File: src/rtl/sram_burst_pkg.sv
// Shared types and default sizing for the SRAM burst master.
package sram_burst_pkg;

  localparam int DEF_ADDR_W = 4;
  localparam int DEF_DATA_W = 4;
  localparam int DEF_DEPTH  = 16;

  typedef enum logic [2:0] {
    IDLE,
    WRITE,
    RD_ADDR,
    RD_CAP,
    RD_RESP
  } state_t;

endpackage

File: src/rtl/sram_burst_master_if.sv
// Command, write-data, read-data, status and SRAM-side signals of the burst master.
interface sram_burst_master_if #(
  parameter int addr_width = sram_burst_pkg::DEF_ADDR_W,
  parameter int data_width = sram_burst_pkg::DEF_DATA_W
);
  logic                  cmd_valid;
  logic                  cmd_ready;
  logic                  cmd_wr;
  logic [addr_width-1:0] cmd_addr;
  logic [addr_width-1:0] cmd_len;

  logic                  wdata_valid;
  logic                  wdata_ready;
  logic [data_width-1:0] wdata;

  logic                  rdata_valid;
  logic                  rdata_ready;
  logic [data_width-1:0] rdata;

  logic                  busy;

  logic                  mem_wr;
  logic [addr_width-1:0] mem_addr;
  logic [data_width-1:0] mem_din;
  logic [data_width-1:0] mem_dout;

  modport master (
    input  cmd_valid, cmd_wr, cmd_addr, cmd_len,
    input  wdata_valid, wdata, rdata_ready, mem_dout,
    output cmd_ready, wdata_ready, rdata_valid, rdata, busy,
    output mem_wr, mem_addr, mem_din
  );

  modport slave (
    output cmd_valid, cmd_wr, cmd_addr, cmd_len,
    output wdata_valid, wdata, rdata_ready, mem_dout,
    input  cmd_ready, wdata_ready, rdata_valid, rdata, busy,
    input  mem_wr, mem_addr, mem_din
  );

endinterface

File: src/rtl/sram_addr_gen.sv
// Burst address/beat counter: load start address and beats-minus-one, step per beat.
module sram_addr_gen #(
  parameter int addr_width = sram_burst_pkg::DEF_ADDR_W,
  parameter int depth      = sram_burst_pkg::DEF_DEPTH
) (
  input  logic                  clk,
  input  logic                  rst,
  input  logic                  load,
  input  logic                  step,
  input  logic [addr_width-1:0] load_addr,
  input  logic [addr_width-1:0] load_len,
  output logic [addr_width-1:0] addr,
  output logic                  last
);

  localparam logic [addr_width-1:0] ADDR_MAX = addr_width'(depth - 1);

  logic [addr_width-1:0] cnt;

  // Explicit wrap keeps non-power-of-two depths in range.
  always_ff @(posedge clk) begin
    if (rst) begin
      addr <= '0;
      cnt  <= '0;
    end else if (load) begin
      addr <= load_addr;
      cnt  <= load_len;
    end else if (step) begin
      addr <= (addr == ADDR_MAX) ? '0 : addr + 1'b1;
      cnt  <= cnt - 1'b1;
    end
  end

  assign last = (cnt == '0);

endmodule

File: src/rtl/sram_burst_master.sv
// Burst master turning write/read burst commands into single-port SRAM accesses.
module sram_burst_master
  import sram_burst_pkg::*;
#(
  parameter int addr_width = DEF_ADDR_W,
  parameter int data_width = DEF_DATA_W,
  parameter int depth      = DEF_DEPTH
) (
  input  logic                clk,
  input  logic                rst,
  sram_burst_master_if.master bus
);

  state_t                state, next;
  logic                  load, step, last;
  logic [addr_width-1:0] addr, addr_hold, mem_addr_c;
  logic [data_width-1:0] rdata_q, mem_din_c;
  logic                  cmd_ready_c, wdata_ready_c, rdata_valid_c, mem_wr_c;

  sram_addr_gen #(
    .addr_width(addr_width),
    .depth     (depth)
  ) u_addr_gen (
    .clk      (clk),
    .rst      (rst),
    .load     (load),
    .step     (step),
    .load_addr(bus.cmd_addr),
    .load_len (bus.cmd_len),
    .addr     (addr),
    .last     (last)
  );

  always_ff @(posedge clk) begin
    if (rst) begin
      state     <= IDLE;
      rdata_q   <= '0;
      addr_hold <= '0;
    end else begin
      state <= next;
      if (state == RD_CAP) rdata_q <= bus.mem_dout;
      // Remember the last presented address so IDLE keeps it on the bus.
      if (state == WRITE || state == RD_ADDR) addr_hold <= addr;
    end
  end

  // Handshake outputs are gated by rst so a mid-burst reset issues no more writes.
  always_comb begin
    next          = state;
    load          = 1'b0;
    step          = 1'b0;
    cmd_ready_c   = 1'b0;
    wdata_ready_c = 1'b0;
    rdata_valid_c = 1'b0;
    mem_wr_c      = 1'b0;
    mem_addr_c    = addr_hold;
    mem_din_c     = '0;
    case (state)
      IDLE: begin
        cmd_ready_c = !rst;
        if (bus.cmd_valid && !rst) begin
          load = 1'b1;
          next = bus.cmd_wr ? WRITE : RD_ADDR;
        end
      end
      WRITE: begin
        wdata_ready_c = !rst;
        mem_wr_c      = bus.wdata_valid && !rst;
        mem_addr_c    = addr;
        mem_din_c     = bus.wdata;
        if (mem_wr_c) begin
          step = 1'b1;
          if (last) next = IDLE;
        end
      end
      RD_ADDR: begin
        mem_addr_c = addr;
        next       = RD_CAP;
      end
      RD_CAP: next = RD_RESP;
      RD_RESP: begin
        rdata_valid_c = !rst;
        if (bus.rdata_ready && !rst) begin
          step = 1'b1;
          next = last ? IDLE : RD_ADDR;
        end
      end
      default: next = IDLE;
    endcase
  end

  assign bus.cmd_ready   = cmd_ready_c;
  assign bus.wdata_ready = wdata_ready_c;
  assign bus.rdata_valid = rdata_valid_c;
  assign bus.rdata       = rdata_q;
  assign bus.busy        = (state != IDLE);
  assign bus.mem_wr      = mem_wr_c;
  assign bus.mem_addr    = mem_addr_c;
  assign bus.mem_din     = mem_din_c;

endmodule

File: src/flat_wrapper.sv
// flat-port wrapper written by rule: the top's interface ports become plain ports
module sram_burst_master_flat import sram_burst_pkg::*;
#(
  parameter int addr_width = DEF_ADDR_W,
  parameter int data_width = DEF_DATA_W,
  parameter int depth      = DEF_DEPTH
)
  (clk, rst, bus_cmd_valid, bus_cmd_wr, bus_cmd_addr, bus_cmd_len, bus_wdata_valid, bus_wdata, bus_rdata_ready, bus_mem_dout, bus_cmd_ready, bus_wdata_ready, bus_rdata_valid, bus_rdata, bus_busy, bus_mem_wr, bus_mem_addr, bus_mem_din);
  sram_burst_master_if #(.addr_width(addr_width), .data_width(data_width)) bus_i ();
  input  logic clk;
  input  logic rst;
  input wire logic [$bits(bus_i.cmd_valid)-1:0] bus_cmd_valid;
  input wire logic [$bits(bus_i.cmd_wr)-1:0] bus_cmd_wr;
  input wire logic [$bits(bus_i.cmd_addr)-1:0] bus_cmd_addr;
  input wire logic [$bits(bus_i.cmd_len)-1:0] bus_cmd_len;
  input wire logic [$bits(bus_i.wdata_valid)-1:0] bus_wdata_valid;
  input wire logic [$bits(bus_i.wdata)-1:0] bus_wdata;
  input wire logic [$bits(bus_i.rdata_ready)-1:0] bus_rdata_ready;
  input wire logic [$bits(bus_i.mem_dout)-1:0] bus_mem_dout;
  output wire logic [$bits(bus_i.cmd_ready)-1:0] bus_cmd_ready;
  output wire logic [$bits(bus_i.wdata_ready)-1:0] bus_wdata_ready;
  output wire logic [$bits(bus_i.rdata_valid)-1:0] bus_rdata_valid;
  output wire logic [$bits(bus_i.rdata)-1:0] bus_rdata;
  output wire logic [$bits(bus_i.busy)-1:0] bus_busy;
  output wire logic [$bits(bus_i.mem_wr)-1:0] bus_mem_wr;
  output wire logic [$bits(bus_i.mem_addr)-1:0] bus_mem_addr;
  output wire logic [$bits(bus_i.mem_din)-1:0] bus_mem_din;
  assign bus_i.cmd_valid = bus_cmd_valid;
  assign bus_i.cmd_wr = bus_cmd_wr;
  assign bus_i.cmd_addr = bus_cmd_addr;
  assign bus_i.cmd_len = bus_cmd_len;
  assign bus_i.wdata_valid = bus_wdata_valid;
  assign bus_i.wdata = bus_wdata;
  assign bus_i.rdata_ready = bus_rdata_ready;
  assign bus_i.mem_dout = bus_mem_dout;
  assign bus_cmd_ready = bus_i.cmd_ready;
  assign bus_wdata_ready = bus_i.wdata_ready;
  assign bus_rdata_valid = bus_i.rdata_valid;
  assign bus_rdata = bus_i.rdata;
  assign bus_busy = bus_i.busy;
  assign bus_mem_wr = bus_i.mem_wr;
  assign bus_mem_addr = bus_i.mem_addr;
  assign bus_mem_din = bus_i.mem_din;
  sram_burst_master #(.addr_width(addr_width), .data_width(data_width), .depth(depth)) u_core (.clk(clk), .rst(rst), .bus(bus_i));
endmodule
File: config.mk
export PLATFORM = sky130hd
export DESIGN_NAME = sram_burst_master_flat
export DESIGN_NICKNAME = d
export VERILOG_FILES = /design/src/rtl/sram_burst_pkg.sv /design/src/rtl/sram_burst_master_if.sv /design/src/rtl/sram_addr_gen.sv /design/src/rtl/sram_burst_master.sv /design/src/flat_wrapper.sv
export SDC_FILE = /design/constraint.sdc
export NUM_CORES = 1
export LEC_CHECK = 0
export CORE_AREA = 2 2 59 61
export CTS_CLUSTER_DIAMETER = 40
export DETAILED_ROUTE_END_ITERATION = 6
export DIE_AREA = 0 0 61 63
export GPL_TIMING_DRIVEN = 0
export PLACE_DENSITY = 0.65
export REMOVE_ABC_BUFFERS = 1
export SYNTH_ARGS = -nofsm -noshare
export SYNTH_HDL_FRONTEND = slang
export SYNTH_SLANG_ARGS = --single-unit
File: constraint.sdc
create_clock -name clk -period 2.4 [get_ports clk]
set_clock_uncertainty 0.2 [all_clocks]
set_input_delay 0.48 -clock clk [delete_from_list [all_inputs] [get_ports clk]]
set_output_delay 0.48 -clock clk [all_outputs]
set_load 0.02 [all_outputs]
-- Yosys cells after proc, flatten, opt, wreduce, memory -nomap -nowiden
Index checks and enable logic that the tools add are counted.
- register bits: 19
- bits in latches: 0
- bits in writable memories: 0
- ROM bits: 0
- input bits: 22
- output and inout port bits: 17
- word-level logic and storage cells: 50
- memories: 0
- add/subtract/negate cells: 2
- $mul: 0
- div/mod/pow operators: 0
- order comparisons: 0
- equality and inequality tests: 9
- shift-type cells: 0
- muxes and demuxes: 23
- bitwise logic cells: 0
- reduce and logical (&&, ||, !) cells: 11
- operators by type and width (operator ; number):
    4-bit 2-to-1 mux ; 7
    3-bit case mux with 5 select lines ; 1
    3-bit 2-to-1 mux ; 4
    1-bit 2-to-1 mux ; 8
    3-bit by 2-bit equality test with 1-bit output (second input constant) ; 2
    2-bit by 1-bit inequality test with 1-bit output (second input constant) ; 3
    4-bit by 1-bit adder with 4-bit output (second input constant) ; 1
    4-bit equality test (second input constant) ; 1
    4-bit zero test ; 1
    2-bit 2-to-1 mux ; 2
    4-bit AND reduction ; 1
    4-bit by 1-bit subtractor with 4-bit output (second input constant) ; 1
    3-bit by 1-bit equality test with 1-bit output (second input constant) ; 1
    3-bit equality test (second input constant) ; 1
    1-bit logical AND ; 3
    3-bit zero test ; 1
    3-bit nonzero test ; 1
    2-bit inequality test (second input constant) ; 1
    1-bit case mux with 2 select lines ; 1
    2-bit nonzero test ; 1
    2-bit OR reduction ; 1
    1-bit zero test ; 1
    1-bit logical OR ; 1

-- Depth between registers and ports, before layout
- depth after elaboration: 6
- depth in mapped cells: 6
- gate-level depth less buffers: 6

-- Cells and area by module
Synthesis repeated with hierarchy kept, for this count alone.
- cells, all modules: 123
- area, all modules: 1091.0 µm²
- by module, submodules not included (module ; times used ; cells an instance ; area each (µm²) ; seq. area each (µm²)):
    sram_burst_master ; 1 ; 69 ; 634.4 ; 220.2
    sram_addr_gen ; 1 ; 54 ; 456.7 ; 160.2

-- Least setup slack after synthesis
Ideal clock, no wire load.
- path kind: input-to-output
- start point: input port rst
- end point: output port bus_rdata_valid
- arrival time: 1347 ps
- data required time: 1720 ps
- setup slack: 373 ps
- stages on the path: 3
- path buffers: 2
- cells stage by stage: buf_2 > clkbuf_1 > nor3_1
- word-level cells in the longest chain between the ends: 2
- RTL lines (element ; RTL line ; source):
    start: declaration ; flat_wrapper.sv:11 ; input logic rst;
    1-bit zero test ; sram_burst_master.sv:82 ; rdata_valid_c = !rst;
    1-bit 2-to-1 mux ; sram_burst_master.sv:58 ; case (state)
    end: declaration ; flat_wrapper.sv:22 ; output wire logic [$bits(bus_i.rdata_valid)-1:0] bus_rdata_valid;
Every way passes these cells.

-- Final worst setup path
- start point: register u_core.state[0]
- end point: output port bus_mem_addr[2]
- word-level cells in the longest chain between the ends: 3
- elaborated cells on any way between the ends: 4
- those cells by class: 2 x eq/ne; 1 x mux; 1 x reduce/logical
- RTL lines (element ; RTL line ; source):
    start: declaration ; sram_burst_master.sv:14 ; state_t state, next;
    start signal: assignment ; sram_burst_master.sv:40 ; state <= next;
    3-bit by 2-bit equality test with 1-bit output or 3-bit by 1-bit equality test with 1-bit output (tied branches) ; sram_burst_master.sv:58 ;
    2-bit OR reduction (no line) * ; -- ;
    4-bit 2-to-1 mux * ; sram_burst_master.sv:58 ;
    end: declaration ; flat_wrapper.sv:26 ; output wire logic [$bits(bus_i.mem_addr)-1:0] bus_mem_addr;
Mark *: on every way between the ends. The rest lies on a longest branch, timed or not.

==> summary by stage <==
Die
The die is 61 µm wide. The initialized floorplan defines 21 standard-cell rows. The floorplan step set the die height to 63 µm. The starting density of the core is 33.60%. Pin placement for this block handled 39 I/O pins. The total area inside the core boundary comes to 0.003232 mm².

The overall die area is 0.003843 mm².

GRT
The global-route wire length before repair is 4140 µm. For met1 alone, demand over resource in global routing was 17.80%. In the global route stage, met2 resource usage came out at 22.72%. The via count of the first global-routing pass came to 931. The number of antenna violations at the first check in global routing is 0. For this run, the total global-route usage over all layers was measured as 14.20%. The met3 track demand over resource in global routing is 3.520%.

The most crowded layer after global routing is met2. Entering global routing, the biggest net connects 22 pins. Summed over all layers, the global routing overflow is 0.

Logic synthesis
The number of different library cells in the post-synthesis netlist is 38. The fraction of registers with async set or reset after synthesis is 0%. The synthesized design spends more area on one cell type than any other, namely sky130_fd_sc_hd__dfxtp_1. By count the netlist is led by 19 x sky130_fd_sc_hd__dfxtp_1, 13 x sky130_fd_sc_hd__nor2_1, 11 x sky130_fd_sc_hd__and2_1, 6 x sky130_fd_sc_hd__mux2i_1, 5 x sky130_fd_sc_hd__a21oi_1. The count of synthesis-stage warnings from yosys is 0. By area the synthesized netlist is led by sky130_fd_sc_hd__dfxtp_1 35%, sky130_fd_sc_hd__and2_1 6.3%, sky130_fd_sc_hd__mux2i_1 5.5%, sky130_fd_sc_hd__nor2_1 4.5%, sky130_fd_sc_hd__mux2_2 4.1%.

The mapped netlist covers 0.001086 mm². The number of enable-type register cells in the synthesized netlist is 0. Summing the sequential cell areas from Yosys gives 35.02% of the chip area. After synthesis the netlist holds a flip-flop and latch count of 19.

Averaged over all synthesized cells, the footprint is 9.050 µm². The cell count after synthesis is 120. The top cell type by area accounts for 35.02% of the synthesized area.

The most common cell in the synthesized netlist is sky130_fd_sc_hd__dfxtp_1. The most instantiated flip-flop cell in the synthesis netlist is sky130_fd_sc_hd__dfxtp_1.

Timing
The number of setup violations in the final report is 0. The fmax is 427.3 MHz. The final critical path takes up 97.52% of the cycle. The worst path needs 2340 ps of the cycle, external delays included. The setup TNS after final layout is 0 ps. The hold violation total from the final report is 0. The final number of max-transition violations came to 0.

The measured slew at the worst slew-check pin is 528.0 ps. Measured against its own limit, the worst slew margin works out to 64.68%.

Clock tree
The clock edge transition at the registers on the reported setup and hold paths is 100 ps. The H-tree depth reported by CTS is 1. The total clock sinks is 19.

TritonCTS built the clock tree. No sink is reached through more buffers than the 2 on the longest clock path. The tree is rooted in a sky130_fd_sc_hd__clkbuf_4.

The number of hold buffers added after CTS was 0. The worst-skew pair later-pin latency is 300 ps. The number of buffers added by the clock tree synthesis step is 3.

Cells and area
The area taken by flip-flops and latches is 391.6 µm². The post-route netlist has 20.73% of its cells at a drive strength greater than 1. The area growth from synthesis to layout is 47.70%. The antenna diode instance count is 0.

The area occupied by multi-input gates is 685.7 µm². At the end of the flow the core is filled with cells to 49.63%. The fill cell total of the finished layout is 309. At the end of the flow, the number of nets in the layout was 189. For this run, the number of standard cells in the final layout without fillers is 210.

Critical path
The worst setup slack for register-to-register paths is 260 ps. The arrival time reported for the critical path endpoint is 1660 ps. Along the worst path, the maximum fanout reaches 7. For this run, the slowest stage of the critical path takes 380 ps. STA puts the critical path data required time at 1720 ps.

The slowest stage of the critical path is the sky130_fd_sc_hd__dfxtp_4 cell. The kind of start point of the critical path is a flop. The critical path is of the flop to primary output type. The kind of end point of the critical path is a primary output. The signal on the critical path passes through xnor2_1, nor2_2, mux2_2, clkdlybuf4s15_2.

Worst hold path
The path class of the tightest hold or removal check is flop to flop.

Drt
The number of search-and-repair iterations in the first detailed-routing pass is 4. The routed layout has 1027 vias. The number of DRC violations after detailed routing is 0. The average wire per standard cell is 12.97 µm. The remaining antenna violation count is 0. Using the TritonRoute via totals, the vias-per-cell ratio works out to 4.890.

The DRC violation total after the first TritonRoute iteration is 16. Summed over all layers, the routed wires come to 2724 µm.

Run status
The flow ran to the end, and the final reports show no timing, DRC or antenna violations.

Flow run
Max-cap violations in this run came to 0.

Power
The completed layout was analyzed and its total power is 0.7822 mW. The power per cell area is 487.6 mW/mm². The worst-case vdd ir drop is 0.3329 mV. The leakage power of the design is 0.6740 nW.

Placed design
The number of placed instances, taps included, is 198. The number of input and output port buffers inserted is 38. The detailed placer's ending HPWL is 1833 µm. At the end of routability-driven placement, the weighted congestion stood at 0.7677.
-- report_power, final --
part | switching [mW] | total, mW | internal [mW]
Clock | 0.100 | 0.165 | 0.0649
Sequential | 0.0246 | 0.361 | 0.336
Combinational | 0.119 | 0.256 | 0.137
-- metrics by stage --
step                      setup slack [ps]  area [µm²]  hold slack (ps)
after global routing                -17.09        1604            300.7
after detailed placement            -868.6        1489            287.3
final                                59.57        1604            277.4
after CTS                            2.431        1570            315.1
after floorplan                      411.6        1051            274.7
after global placement              -888.8        1489            275.3
-- sequential cells by signal, summed over array words and instances, names as in the netlist --
signal / cells
u_core.u_addr_gen.addr: 4
u_core.u_addr_gen.cnt: 4
u_core.state: 3
u_core.addr_hold: 4
u_core.bus.rdata: 4
-- area by class of cell --
cell class | count | area share [%]
Timing Repair Buffer | 46 | 26.68
Clock buffer | 4 | 1.638
Inverter | 4 | 0.9360
Tap cell | 46 | 3.588
Multi-Input combinational cell | 91 | 42.75
Sequential cell | 19 | 24.41
-- worst max-delay path, delay by kind of cell, from the launching register on --
kind	cells	cell delay, ps
flops	1	380
buf+inv	1	260
simple gates	1	210
xor+xnor	1	130
mux	1	380
-- path summary, 6_finish.rpt --
| check | to | depth (start not counted) | from |
|---|---|---|---|
| worst max register to register | u_core.u_addr_gen.cnt[2] | 6 | u_core.state[0] |
| worst max-delay path | bus_mem_addr[2] | 4 | u_core.state[0] |
| worst min register to register | u_core.state[1] | 1 | u_core.state[0] |
| worst min-delay path | u_core.state[1] | 1 | u_core.state[0] |
-- cells by family after synthesis --
kind of cell,after synthesis,synth area share [%]
adder cells (fa/ha/maj),2,2.304
AO/OA/AOI/OAI,25,18.43
XOR/XNOR,2,1.613
flip-flops,19,35.02
AND/OR/NAND/NOR,52,28.34
multiplexers,10,9.677
buffers and inverters,10,4.608
-- repair_timing --
action,in CTS,in global routing
gates resized for setup,34,5
endpoints found under the setup margin,20,6
pin swaps,1,1
setup buffers,3,5
-- cells in the final DEF, fill, tap and decap left out, drive strengths merged, types with 5 or more instances in the layout --
master         Yosys  routed
nor2              13      13
and2              12      12
dlygate4sd2        0       6
mux2i              6       6
dfxtp             19      19
a211oi             6       6
clkbuf             3       6
buf                3       9
a21oi              5       5
clkdlybuf4s50      0      24
-- per-layer routing --
| layer | share of wire, % | vias to the layer above |
|---|---|---|
| met3 | 4.7 | 5 |
| met1 | 44 | 467 |
| met5 | 0 | - |
| li1 | - | 527 |
| met4 | 1.9 | 0 |
| met2 | 49 | 28 |
Power figures use the tool's default switching activity.
==> patch: new RTL, same settings <==
Set the package constant `DEF_ADDR_W` to 3 (it was 4).
--- a/src/rtl/sram_burst_pkg.sv
+++ b/src/rtl/sram_burst_pkg.sv
@@ -3,3 +3,3 @@
 
-  localparam int DEF_ADDR_W = 4;
+  localparam int DEF_ADDR_W = 3;
   localparam int DEF_DATA_W = 4;
Interface: changed (resized bus_cmd_addr, bus_cmd_len and bus_mem_addr); port bits go from 39 to 36. No check against the original RTL was run, so the function may have changed too.
==> patch against the unedited design <==
Non-clock buffer count down 10; highest routed layer unchanged; sequential cell count decreased by 3; power shrank 12%; final area decreased by 15%; first-iteration DRC count rose by 110%; area after synthesis fell by 13%; setup slack got worse by 0.017 ns; sequential power fell by 14%; wire length down 12%.
==> patch: results (changes against the unedited design) <==
Setup path
  – Critical path's slowest cell: clkdlybuf4s50_1
  – Worst R2R Start: u_core.u_addr_gen.cnt[0]$_SDFFE_PP0P_
  – Crit Path Max Fanout: 1 (-6)
  – Termination of the worst setup path: bus_mem_din[0]
  – Crit path DAT: 1.68 ns (+0.02 ns)
  – Worst R2R End: u_core.state[0]$_SDFFE_PP0P_
  – Worst R2R Path Depth: 5 (-1)
  – Setup crit start: bus_wdata[0]
  – FF-to-FF setup slack: 0.74 ns (+0.48 ns)
  – Worst path top cell family by delay: buffers and inverters
  – Delay of the slowest cell on the worst path: 0.60 ns (+0.22 ns)

Routing
  – Highest metal used: met4
  – Wire length on met1: 1110 um (-7.9%)
  – Routed wire length: 2390 um (-12%)
  – Met2 wire length: 1150 um (-14%)
  – Vias/cell: 4.80 (-1.8%)
  – WL per Instance: 12.8 um (-1.5%)
  – DR iter-0 viols: 33 (+17)
  – Metal3 WL: 121 um (-6.2%)

Power and ir drop
  – Clock group total power: 183 uW (+11%)
  – P_sw: 213 uW (-13%)
  – Maximum vdd ir drop: 0.130 mV (-61%)
  – Static leakage: 0.611 nW (-9.3%)
  – Switch share: 30.7% (-0.52 points)
  – Logic pwr share: 28.5% (-4.3 points)

CTS
  – Clock slew at reported path FFs: 0.11 ns
  – Clock Tree Root: clkbuf_4

Place
  – Inst Count DP: 182 (-8.1%)
  – Final Wtd Congestion: 0.732 (-4.6%)
  – Setup WS pre-CTS: -0.990 ns (-0.122 ns)
  – Post-DP Area: 0.00130 mm2 (-13%)
  – Port Buffers: 35 (-7.9%)
  – Detailed placement HPWL: 1740 um (-5.2%)

Finish
  – FILL cells: 342 (+11%)
  – Share of layout cells above drive strength 1: 9.22% (-12 points)
  – Multi-input logic area: 561 um2 (-18%)

Yosys
  – Post-Syn Instances: 111 (-7.5%)
  – Seq/Total Area, Yosys: 34.0% (-1.1 points)
  – Mux cell area share after synthesis: 4.24% (-5.4 points)
  – Cell variety after synth: 32 (-16%)
  – Post-synth top cells: dfxtp_1 (16), o211ai_1 (12), nand3_1 (9)
  – Synth Area in XOR/XNOR: 1.86% (+0.24 points)
  – Post-Synth Adder-Cell Area: 5.31% (+3.0 points)

Min path
  – HP Class: reg2reg
  – Hold path start: u_core.addr_hold[1]$_SDFFE_PP0P_
  – Worst hold path cell count: 2 (+1)

Global route
  – M3 GR Usage: 2.07% (-1.4 points)
  – Vias in the first global route: 885 (-4.9%)
  – Global-route wire length before repair: 3880 um (-6.4%)
  – GR Layer Usage met1: 16.6% (-1.2 points)
  – Met2 Usage GRT: 21.4% (-1.3 points)

Timing
  – Worst hold slack: 0.319 ns (+0.0420 ns)
  – Max Fclk: 424 MHz (-0.71%)
  – Slew @ Worst Pin: 0.499 ns (-0.0287 ns)

Outcome
  – Status: complete, no violations
patch: cell count changes in the layout (fill, tap and decap cells not counted), sizes merged, moves of 3 or more:
cell,change
buf,-7
dfxtp,-3
and2,-12
nand3b,+3
and3,+3
nor2,-5
nor3,-3
a211oi,-4
o211ai,+12
mux2,-4
clkdlybuf4s15,-3
nand3,+8
a31oi,-4
patch: logic make-up after synthesis:
| kind of cell | Yosys count |
|---|---|
| XOR/XNOR | 2 |
| adder cells (fa/ha/maj) | 4 |
| AO/OA/AOI/OAI | 25 |
| AND/OR/NAND/NOR | 44 |
| buffers and inverters | 16 |
| multiplexers | 4 |
| flip-flops | 16 |
patch: repair_timing:
action	4_1_cts	5_1_grt
pin swaps	1	0
endpoints found under the setup margin	12	3
buffers inserted	1	0
resized for setup	18	3
patch: area by class of cell:
type / count / area share, %
Multi-Input combinational cell: 79 / 41.1
Timing Repair Buffer: 36 / 26.0
Sequential cell: 16 / 24.3
Tap cell: 46 / 4.22
Clock buffer: 4 / 2.66
Inverter: 6 / 1.65
